**config.mk**
```make
export PLATFORM = sky130hd
export DESIGN_NAME = ks_serial_add_arbiter
export DESIGN_NICKNAME = d
export VERILOG_FILES = /design/src/rtl/ks_ctrl_pkg.sv /design/src/rtl/ks_adder4_cin.sv /design/src/rtl/ks_serial_add_arbiter.sv
export SDC_FILE = /design/constraint.sdc
export NUM_CORES = 1
export LEC_CHECK = 0
export CORE_MARGIN = 1
export CORE_UTILIZATION = 40
export CTS_CLUSTER_DIAMETER = 40
export DETAILED_ROUTE_END_ITERATION = 10
export PLACE_DENSITY = 0.81
export SLEW_MARGIN = 5
export SYNTH_ARGS = -nofsm -noshare
export SYNTH_HDL_FRONTEND = slang
export SYNTH_HIERARCHICAL = 1
export SYNTH_SLANG_ARGS = --single-unit
```
**constraint.sdc**
```tcl
create_clock -name clk -period 3.8 [get_ports clk]
set_clock_uncertainty 0.1 [all_clocks]
set_input_delay 0.38 -clock clk [delete_from_list [all_inputs] [get_ports clk]]
set_output_delay 0.38 -clock clk [all_outputs]
set_load 0.02 [all_outputs]
```
**src/rtl/ks_ctrl_pkg.sv**
```systemverilog
// Shared types and constants for the nibble-serial Kogge-Stone add/subtract controller.
package ks_ctrl_pkg;

  localparam int NIB = 4;

  typedef enum logic [1:0] {
    IDLE,
    RUN,
    DONE
  } state_e;

  // Slice index needs at least one bit even when there is only a single slice.
  function automatic int idx_width(input int nslice);
    return (nslice <= 1) ? 1 : $clog2(nslice);
  endfunction

endpackage

```
**src/rtl/ks_adder4_cin.sv**
```systemverilog
// Purely combinational 4-bit Kogge-Stone adder with carry-in.
module ks_adder4_cin
  import ks_ctrl_pkg::*;
(
  input  logic [NIB-1:0] a,
  input  logic [NIB-1:0] b,
  input  logic           cin,
  output logic [NIB-1:0] sum,
  output logic           cout
);

  logic [3:0] p;
  logic [3:0] g;
  logic [3:0] g1;
  logic [3:2] p1;
  logic [3:0] g2;

  // Carry-in folds into bit 0's generate so the prefix tree yields carries directly.
  always_comb begin
    p     = a ^ b;
    g     = a & b;
    g[0]  = g[0] | (p[0] & cin);

    g1[0] = g[0];
    g1[1] = g[1] | (p[1] & g[0]);
    g1[2] = g[2] | (p[2] & g[1]);
    g1[3] = g[3] | (p[3] & g[2]);
    p1[2] = p[2] & p[1];
    p1[3] = p[3] & p[2];

    g2[0] = g1[0];
    g2[1] = g1[1];
    g2[2] = g1[2] | (p1[2] & g1[0]);
    g2[3] = g1[3] | (p1[3] & g1[1]);

    sum   = p ^ {g2[2:0], cin};
    cout  = g2[3];
  end

endmodule

```
**src/rtl/ks_serial_add_arbiter.sv**
```systemverilog
// Round-robin arbiter that shares one 4-bit Kogge-Stone slice between two requesters,
// running WIDTH-bit add/subtract one nibble per cycle with a registered carry.
module ks_serial_add_arbiter
  import ks_ctrl_pkg::*;
#(
  parameter int WIDTH = 16
) (
  input  logic               clk,
  input  logic               rst,
  input  logic [1:0]         req_valid,
  output logic [1:0]         req_ready,
  input  logic [2*WIDTH-1:0] req_a,
  input  logic [2*WIDTH-1:0] req_b,
  input  logic [1:0]         req_sub,
  output logic               res_valid,
  input  logic               res_ready,
  output logic [WIDTH-1:0]   res_sum,
  output logic               res_cout,
  output logic               res_id,
  output logic               busy
);

  localparam int NSLICE = WIDTH / NIB;
  localparam int IDXW   = idx_width(NSLICE);

  state_e            state_q;
  logic [WIDTH-1:0]  a_q;
  logic [WIDTH-1:0]  b_q;
  logic [WIDTH-1:0]  sum_q;
  logic [WIDTH-1:0]  sum_d;
  logic [IDXW-1:0]   idx_q;
  logic              carry_q;
  logic              cout_q;
  logic              id_q;
  logic              last_grant_q;
  logic              valid_q;
  logic              busy_q;

  logic              grant;
  logic              grant_vld;
  logic [WIDTH-1:0]  op_a;
  logic [WIDTH-1:0]  op_b;
  logic              op_sub;
  logic [WIDTH-1:0]  b_d;
  logic [31:0]       shamt;
  logic [NIB-1:0]    a_nib;
  logic [NIB-1:0]    b_nib;
  logic [NIB-1:0]    slice_sum;
  logic              slice_cout;
  logic              last_slice;

  // Contested cycles go to whoever was not served last; otherwise the lone requester wins.
  always_comb begin
    grant_vld = |req_valid;
    grant     = (req_valid == 2'b11) ? ~last_grant_q : req_valid[1];
    op_a      = grant ? req_a[2*WIDTH-1:WIDTH] : req_a[WIDTH-1:0];
    op_b      = grant ? req_b[2*WIDTH-1:WIDTH] : req_b[WIDTH-1:0];
    op_sub    = grant ? req_sub[1] : req_sub[0];
    b_d       = op_sub ? ~op_b : op_b;
  end

  assign req_ready = (!rst && state_q == IDLE && grant_vld) ? (2'b01 << grant) : 2'b00;

  assign shamt      = 32'(idx_q) * 32'(NIB);
  assign a_nib      = NIB'(a_q >> shamt);
  assign b_nib      = NIB'(b_q >> shamt);
  assign last_slice = (idx_q == IDXW'(NSLICE - 1));
  assign sum_d      = (sum_q & ~(WIDTH'(4'hF) << shamt)) | (WIDTH'(slice_sum) << shamt);

  ks_adder4_cin u_slice (
    .a    (a_nib),
    .b    (b_nib),
    .cin  (carry_q),
    .sum  (slice_sum),
    .cout (slice_cout)
  );

  // Subtraction is A + ~B + 1: the inverted B is captured and the carry seeded with 1.
  always_ff @(posedge clk) begin
    if (rst) begin
      state_q      <= IDLE;
      a_q          <= '0;
      b_q          <= '0;
      sum_q        <= '0;
      idx_q        <= '0;
      carry_q      <= 1'b0;
      cout_q       <= 1'b0;
      id_q         <= 1'b0;
      last_grant_q <= 1'b1;
      valid_q      <= 1'b0;
      busy_q       <= 1'b0;
    end else begin
      case (state_q)
        IDLE: begin
          if (grant_vld) begin
            a_q     <= op_a;
            b_q     <= b_d;
            carry_q <= op_sub;
            idx_q   <= '0;
            id_q    <= grant;
            busy_q  <= 1'b1;
            state_q <= RUN;
          end
        end
        RUN: begin
          sum_q   <= sum_d;
          carry_q <= slice_cout;
          idx_q   <= idx_q + IDXW'(1);
          if (last_slice) begin
            cout_q  <= slice_cout;
            valid_q <= 1'b1;
            state_q <= DONE;
          end
        end
        DONE: begin
          if (res_ready) begin
            valid_q      <= 1'b0;
            busy_q       <= 1'b0;
            last_grant_q <= id_q;
            state_q      <= IDLE;
          end
        end
        default: state_q <= IDLE;
      endcase
    end
  end

  assign res_valid = valid_q;
  assign res_sum   = sum_q;
  assign res_cout  = cout_q;
  assign res_id    = id_q;
  assign busy      = busy_q;

endmodule

```
==> results of run 1 <==
[kinds of logic after synthesis]
kind of cell	synth area share, %
AND/OR/NAND/NOR	12.7
AO/OA/AOI/OAI	19.9
flip-flops	37.1
XOR/XNOR	9.50
buffers and inverters	4.91
multiplexers	11.5
adder cells (fa/ha/maj)	4.47
[where the power goes]
part           total, mW  internal (mW)  switching (mW)
logic              0.366          0.198           0.168
clock network      0.525          0.288           0.236
registers          0.692          0.655          0.0364
[cell type report]
cell class              instances  area (sq um)
fillers                       632          3160
multi-input cells             217          1820
flip-flops and latches         58          1160
repair buffers                 96           951
clock buffers                  14           173
well taps                      99           124
clock inverters                 2          10.0
inverters                       2          7.51
[path summary, 6_finish.rpt]
| path | startpoint | end | slack, ns | cells after the start |
|---|---|---|---|---|
| max | idx_q[1] | carry_q | 0.78 | 7 |
| max reg2reg | idx_q[1] | carry_q | 0.78 | 7 |
| min | busy | busy | 0.36 | 2 |
| min reg2reg | busy | busy | 0.36 | 2 |
[metal layers]
| metal | share of wire [%] | GRT usage [%] |
|---|---|---|
| met2 | 50 | 31.2 |
| met4 | 1.1 | 4.84 |
| met1 | 44 | 22.8 |
| met3 | 4.6 | 4.97 |
| met5 | 0 | 0 |
[worst max-delay path, delay by kind of cell (launching register included)]
kind / cells / cell delay [ns]
AO/OA/AOI/OAI: 4 / 0.73
adder cells (fa/ha/maj): 2 / 0.91
flip-flops: 1 / 0.74
multiplexers: 1 / 0.42
[placed cells by master, fill, tap and decap left out, drive strengths merged, types with 2 or more instances in the layout]
master,netlist,final
o2bb2ai,16,16
a32o,16,16
clkinv,0,2
a22oi,16,16
and4bb,2,2
or2,2,2
a21oi,8,8
xnor2,33,33
dfxtp,58,58
a21o,3,3
nand2,38,38
clkdlybuf4s50,0,92
nor4b,2,2
buf,17,4
nand3b,5,5
clkbuf,7,14
fa,2,2
o211ai,2,2
ha,8,8
mux2i,18,18
inv,2,2
nand2b,3,3
mux4,8,8
nor2,19,19
[sequential cells by signal (all words and copies together) (netlist names)]
register	count
a_q	16
res_valid	1
res_id	1
idx_q	2
busy	1
b_q	16
res_sum	16
last_grant_q	1
res_cout	1
carry_q	1
state_q	2
[stage by stage]
step,setup slack (ns),cell area [sq um]
floorplan,0.792,3130
global placement,0.911,4060
detailed placement,0.808,4060
CTS,0.791,4240
global route,0.674,4240
finish,0.783,4240
==> impl_table.tex, run 1 <==
\begin{tabular}{lr}
\hline
Metric & Value \\
\hline
\multicolumn{2}{l}{\textbf{Yosys}} \\
Post-Syn Nets & between 300 and 400 \\
Synth async-reset ratio & 0\% \\
Leading cell types by count after synthesis & dfxtp\_1, nand2\_1, xnor2\_1 \\
Number of flip-flops and latches in the synthesized netlist & between 50 and 60 \\
Share of Yosys cell area claimed by the top area cell type & a little under two fifths \\
Top flip-flop cell by instance count after synthesis & dfxtp\_1 \\
Synthesized cell area & between 3000 and 4000 sq um \\
Biggest area contributors in the synthesized netlist & dfxtp\_1, xnor2\_1, mux2i\_1 \\
Post-synthesis area per instance & 10.4 sq um \\
Share of synthesized area occupied by flip-flops and latches & between 30 and 40\% \\
Cell type with the largest total area after synthesis & dfxtp\_1 \\
Most common cell in the synthesized netlist & dfxtp\_1 \\
Post-synthesis cell type count & between 40 and 50 \\
Post-synth EDFFs & 0 \\
Synth Instances & approximately 300 \\
Count of warnings emitted by yosys & 6 \\
\multicolumn{2}{l}{\textbf{Placement}} \\
Port Buffers & 92 \\
DP Wirelength & around 5300 um \\
Routability cong. & a little over 0.8 \\
Number of instances in the placed design & about 470 \\
\multicolumn{2}{l}{\textbf{Route}} \\
Total number of vias & 2591 \\
Per-cell routed wire length & between 10 and 15 um \\
Detailed Route Iter0 Violations & 100 \\
Post-route DRC & 0 \\
Antenna Nets Post-Route & 0 \\
Sum of routed wire length over all layers & 7260 um \\
Number of detailed-route iterations in the first pass & 4 \\
Via density & 5.31 \\
\multicolumn{2}{l}{\textbf{Worst hold path}} \\
Worst hold path class & reg -> reg \\
\multicolumn{2}{l}{\textbf{Critical path}} \\
Worst setup path category & reg -> reg \\
Cell breakdown of the critical path & mux4\_2 > fa\_1 > fa\_1 > a21o\_1 > a21o\_1 > a211oi\_1 > o22ai\_2 \\
Worst EP arrival & between 3 and 4 ns \\
Largest incremental delay on the critical path & 0.74 ns \\
Worst Path Max Fanout & 17 \\
Type of element launching the critical path & flop \\
Worst setup EP type & flop \\
Required time of the critical path & 3.92 ns \\
Cell type of the slowest stage on the worst timing path & dfxtp\_1 \\
\multicolumn{2}{l}{\textbf{Timing}} \\
Slew at the pin closest to its max-slew limit & roughly 0.95 ns \\
Setup Total Neg Slack & 0 ns \\
Final count of hold timing violations & 0 \\
Highest attainable clock frequency & around 330 MHz \\
Minimum clock period after layout & 3.02 ns \\
Final setup vio count & 0 \\
Headroom to the max-slew limit & 36.7\% \\
Portion of the clock cycle consumed by the worst path in the final layout & between 70 and 80\% \\
Setup repair after global routing missed its margin & no \\
Max-slew violation count & 0 \\
Tightest hold margin & 0.359 ns \\
\multicolumn{2}{l}{\textbf{Clock tree}} \\
Total of hold buffers inserted after clock tree synthesis & 0 \\
Post-CTS resize count & 0 \\
Clock sinks & between 50 and 60 \\
Setup Buffers After CTS & 0 \\
Clock Pin Slew Worst Setup and Hold Paths & $\sim$0.060 ns \\
Total number of H-tree levels & 3 \\
Number of buffers created by CTS & 9 \\
Clock tree from TritonCTS & done \\
Latest clock arrival within the worst-skew pair & about 0.34 ns \\
Clock root buffer & clkbuf\_8 \\
Bufs on Longest Clock Path & 2 \\
\multicolumn{2}{l}{\textbf{Global routing}} \\
Largest net degree at the start of global routing & 34 \\
Via count of the first global-routing pass & 2585 \\
Initial antenna violation count & 0 \\
Total overflow reported by the global router & 0 \\
Wire length of the first global-routing pass & about 12000 um \\
Combined global-route utilization of all metal layers & between 10\% and 20\% \\
\multicolumn{2}{l}{\textbf{Final layout}} \\
Non-filler cells in the finished layout & approximately 490 \\
Fraction of layout cells with a size suffix above 1 & 11.6\% \\
Net count reported at finish & approximately 470 \\
Synthesis-to-finish area growth & 35.5\% \\
Final Util & roughly 57\% \\
Ant. Diodes & 0 \\
\multicolumn{2}{l}{\textbf{Pwr}} \\
Highest ir drop seen on vdd & 0.154 mV \\
Overall power & 1.58 mW \\
Leakage power figure & approximately 1.6 nW \\
Power density over cell area & about 370 nW/um\^{}2 \\
\multicolumn{2}{l}{\textbf{Floorplanning}} \\
Floorplan row count & 31 \\
Die area & around 8200 sq um \\
Area of the core region & between 7000 and 8000 sq um \\
Initial Utilization & between 40\% and 50\% \\
Die width & slightly above 90 um \\
Boundary pin count & 93 \\
Vertical extent of the die & just over 90 um \\
\multicolumn{2}{l}{\textbf{Run status}} \\
Status & complete, no violations \\
\multicolumn{2}{l}{\textbf{Job}} \\
Number of max-cap violations & 0 \\
\hline
\end{tabular}
(Power assumes the default switching activity.)
==> run 2: changes to the inputs <==
==> constraint.sdc (replaced) <==
create_clock -name clk -period 2.95 [get_ports clk]
set_clock_uncertainty 0.1 [all_clocks]
set_input_delay 0.295 -clock clk [delete_from_list [all_inputs] [get_ports clk]]
set_output_delay 0.295 -clock clk [all_outputs]
set_load 0.02 [all_outputs]
==> impl_table.tex, run 2 (synthesis results as in run 1) <==
\begin{tabular}{lr}
\hline
Metric & Value \\
\hline
\multicolumn{2}{l}{\textbf{Global routing}} \\
Combined global-route utilization of all metal layers & 18.8\% (+0.50 points) \\
Met3 track utilization from global routing & 5.47\% (+0.51 points) \\
Largest net degree at the start of global routing & 34 (unchanged) \\
Total overflow reported by the global router & 0 (unchanged) \\
Global-route met1 utilization & 23.0\% (+0.16 points) \\
Via count of the first global-routing pass & 2623 (+1.5\%) \\
Busiest metal layer after global routing & met2 \\
Wire length of the first global-routing pass & 12300 um (+1.2\%) \\
Grt met2 use & 32.4\% (+1.2 points) \\
Initial antenna violation count & 0 (unchanged) \\
\multicolumn{2}{l}{\textbf{Route}} \\
Number of detailed-route iterations in the first pass & 5 (+1) \\
Antenna Nets Post-Route & 0 (unchanged) \\
Via density & 5.27 (-0.71\%) \\
Sum of routed wire length over all layers & 7400 um (+2.0\%) \\
Per-cell routed wire length & 14.9 um (+0.14\%) \\
Post-route DRC & 0 (unchanged) \\
Total number of vias & 2620 (+1.1\%) \\
Detailed Route Iter0 Violations & 105 (+5.0\%) \\
\multicolumn{2}{l}{\textbf{Clock tree}} \\
Latest clock arrival within the worst-skew pair & 0.34 ns (about the same) \\
Total number of H-tree levels & 3 (unchanged) \\
Clock root buffer & clkbuf\_8 \\
Clock Pin Slew Worst Setup and Hold Paths & 0.06 ns (about the same) \\
Clock tree from TritonCTS & done \\
Number of buffers created by CTS & 9 (unchanged) \\
Bufs on Longest Clock Path & 2 (unchanged) \\
Clock sinks & 58 (unchanged) \\
\multicolumn{2}{l}{\textbf{Floorplanning}} \\
Vertical extent of the die & 90.5 um (unchanged) \\
Boundary pin count & 93 (unchanged) \\
Die area & 8190 sq um (unchanged) \\
Die width & 90.5 um (unchanged) \\
Initial Utilization & 42.3\% (unchanged) \\
Floorplan row count & 31 (unchanged) \\
Area of the core region & 7410 sq um (unchanged) \\
\multicolumn{2}{l}{\textbf{Timing}} \\
Highest attainable clock frequency & 355 MHz (+7.0\%) \\
Final count of hold timing violations & 0 (unchanged) \\
Setup repair after global routing missed its margin & no \\
Setup slack of the critical path after layout & 0.130 ns (-0.653 ns) \\
Setup Total Neg Slack & 0 ns (unchanged) \\
Minimum clock period after layout & 2.82 ns (-0.197 ns) \\
Slew at the pin closest to its max-slew limit & 0.946 ns (-0.000743 ns) \\
Portion of the clock cycle consumed by the worst path in the final layout & 95.6\% (+16 points) \\
Final setup vio count & 0 (unchanged) \\
Max-slew violation count & 0 (unchanged) \\
Headroom to the max-slew limit & 36.7\% (+0.050 points) \\
\multicolumn{2}{l}{\textbf{Critical path}} \\
End of the worst register-to-register path & carry\_q \\
Required time of the critical path & 3.07 ns (-0.85 ns) \\
Cell type of the slowest stage on the worst timing path & mux4\_2 \\
Worst setup path category & reg -> reg \\
Type of element launching the critical path & flop \\
Startpoint of the most critical register-to-register path & idx\_q[0] \\
Worst EP arrival & 2.94 ns (-0.20 ns) \\
Register-to-register setup slack & 0.13 ns (-0.65 ns) \\
Cell breakdown of the critical path & mux4\_2 > fa\_1 > fa\_1 > a21o\_1 > a21o\_1 > a211oi\_1 > o22ai\_2 \\
Worst Path Max Fanout & 5 (-12) \\
Buffers plus inverters on the worst setup path & 0 (unchanged) \\
Worst setup EP type & flop \\
Crit-path leading delay family & adder cells \\
Worst setup startpoint & idx\_q[0] \\
Number of cell instances on the worst register-to-register path & 7 (unchanged) \\
Largest incremental delay on the critical path & 0.54 ns (-0.20 ns) \\
\multicolumn{2}{l}{\textbf{Worst hold path}} \\
Hold\_sp & busy \\
Worst hold stages & 2 (unchanged) \\
Worst hold path class & reg -> reg \\
Endpoint of the worst hold-timing path & busy \\
\multicolumn{2}{l}{\textbf{Placement}} \\
Number of instances in the placed design & 481 (+1.9\%) \\
Routability cong. & 0.813 (+0.89\%) \\
Placed cell area & 4130 sq um (+1.7\%) \\
Pre-CTS setup slack & 0.0726 ns (-0.735 ns) \\
Port Buffers & 92 (unchanged) \\
DP Wirelength & 5620 um (+5.9\%) \\
\multicolumn{2}{l}{\textbf{Pwr}} \\
Power density over cell area & 522 nW/um\^{}2 (+40\%) \\
Leakage power figure & 1.70 nW (+4.9\%) \\
Highest ir drop seen on vdd & 0.196 mV (+27\%) \\
\multicolumn{2}{l}{\textbf{Final layout}} \\
Final Util & 59.1\% (+1.9 points) \\
Most common cell after layout, fill and taps aside & clkdlybuf4s50\_1 \\
Fill cell count & 602 (-4.7\%) \\
Post-route cell area & 4380 sq um (+3.2\%) \\
Net count reported at finish & 474 (+1.9\%) \\
Ant. Diodes & 0 (unchanged) \\
Synthesis-to-finish area growth & 39.9\% \\
Fraction of layout cells with a size suffix above 1 & 14.3\% (+2.8 points) \\
Highest-count cells in the layout ignoring fill and taps & clkdlybuf4s50\_1, dfxtp\_1, nand2\_1 \\
Non-filler cells in the finished layout & 497 (+1.8\%) \\
\multicolumn{2}{l}{\textbf{Run status}} \\
Status & complete, no violations \\
\multicolumn{2}{l}{\textbf{Job}} \\
Number of max-cap violations & 0 (unchanged) \\
\hline
\end{tabular}
## run 2: worst max-delay path by stage
stage	to	cells past startpoint	slack, ns
floorplan	carry_q	8	0.01
global placement	carry_q	7	0.18
detailed placement	carry_q	7	0.07
CTS	carry_q	7	0.04
global route	carry_q	7	0.06
finish	carry_q	7	0.13
## run 2: worst min-delay path: cells and delay by family, from the launching register on
family / cells / cell delay, ns
DFF: 1 / 0.31
and+or+nand+nor: 1 / 0.05
AOI/OAI and AO/OA: 1 / 0.05
## run 2: final cells by class
type	count	area (sq um)	share of cell area, %
clock buffer	11	151	3.46
clock inverter	5	100	2.28
inverter	2	7.51	0.171
multi-input combinational	217	1820	41.5
sequential	58	1160	26.5
tap	99	124	2.83
timing repair buffer	105	1020	23.2
## run 2: stage by stage
step / hold WS [ns] / power, mW
finish: 0.361 / 2.29
global route: 0.383 / 2.38
CTS: 0.362 / 2.30
detailed placement: 0.349 / 1.39
global placement: 0.341 / 1.38
floorplan: 0.327 / 1.20
## run 2: timing repair
item | CTS | global route
hold buffers | 0 | 0
buffers inserted | 0 | 0
endpoints found under the hold margin | 0 | 0
resized for setup | 0 | 1
setup endpoints to repair | 0 | 1
## run 2: metal layers
layer	routed length [um]	vias to the layer above	part of all wire, %
met1	3270	1252	44
met2	3680	83	50
met5	0	-	0
met3	332	11	4.5
li1	-	1274	-
met4	121	0	1.6
## run 2: power by group
part	internal [mW]	leakage, nW	switching, mW
Clock	0.604	0.129	0.310
Sequential	0.844	0.476	0.0387
Combinational	0.264	1.09	0.228
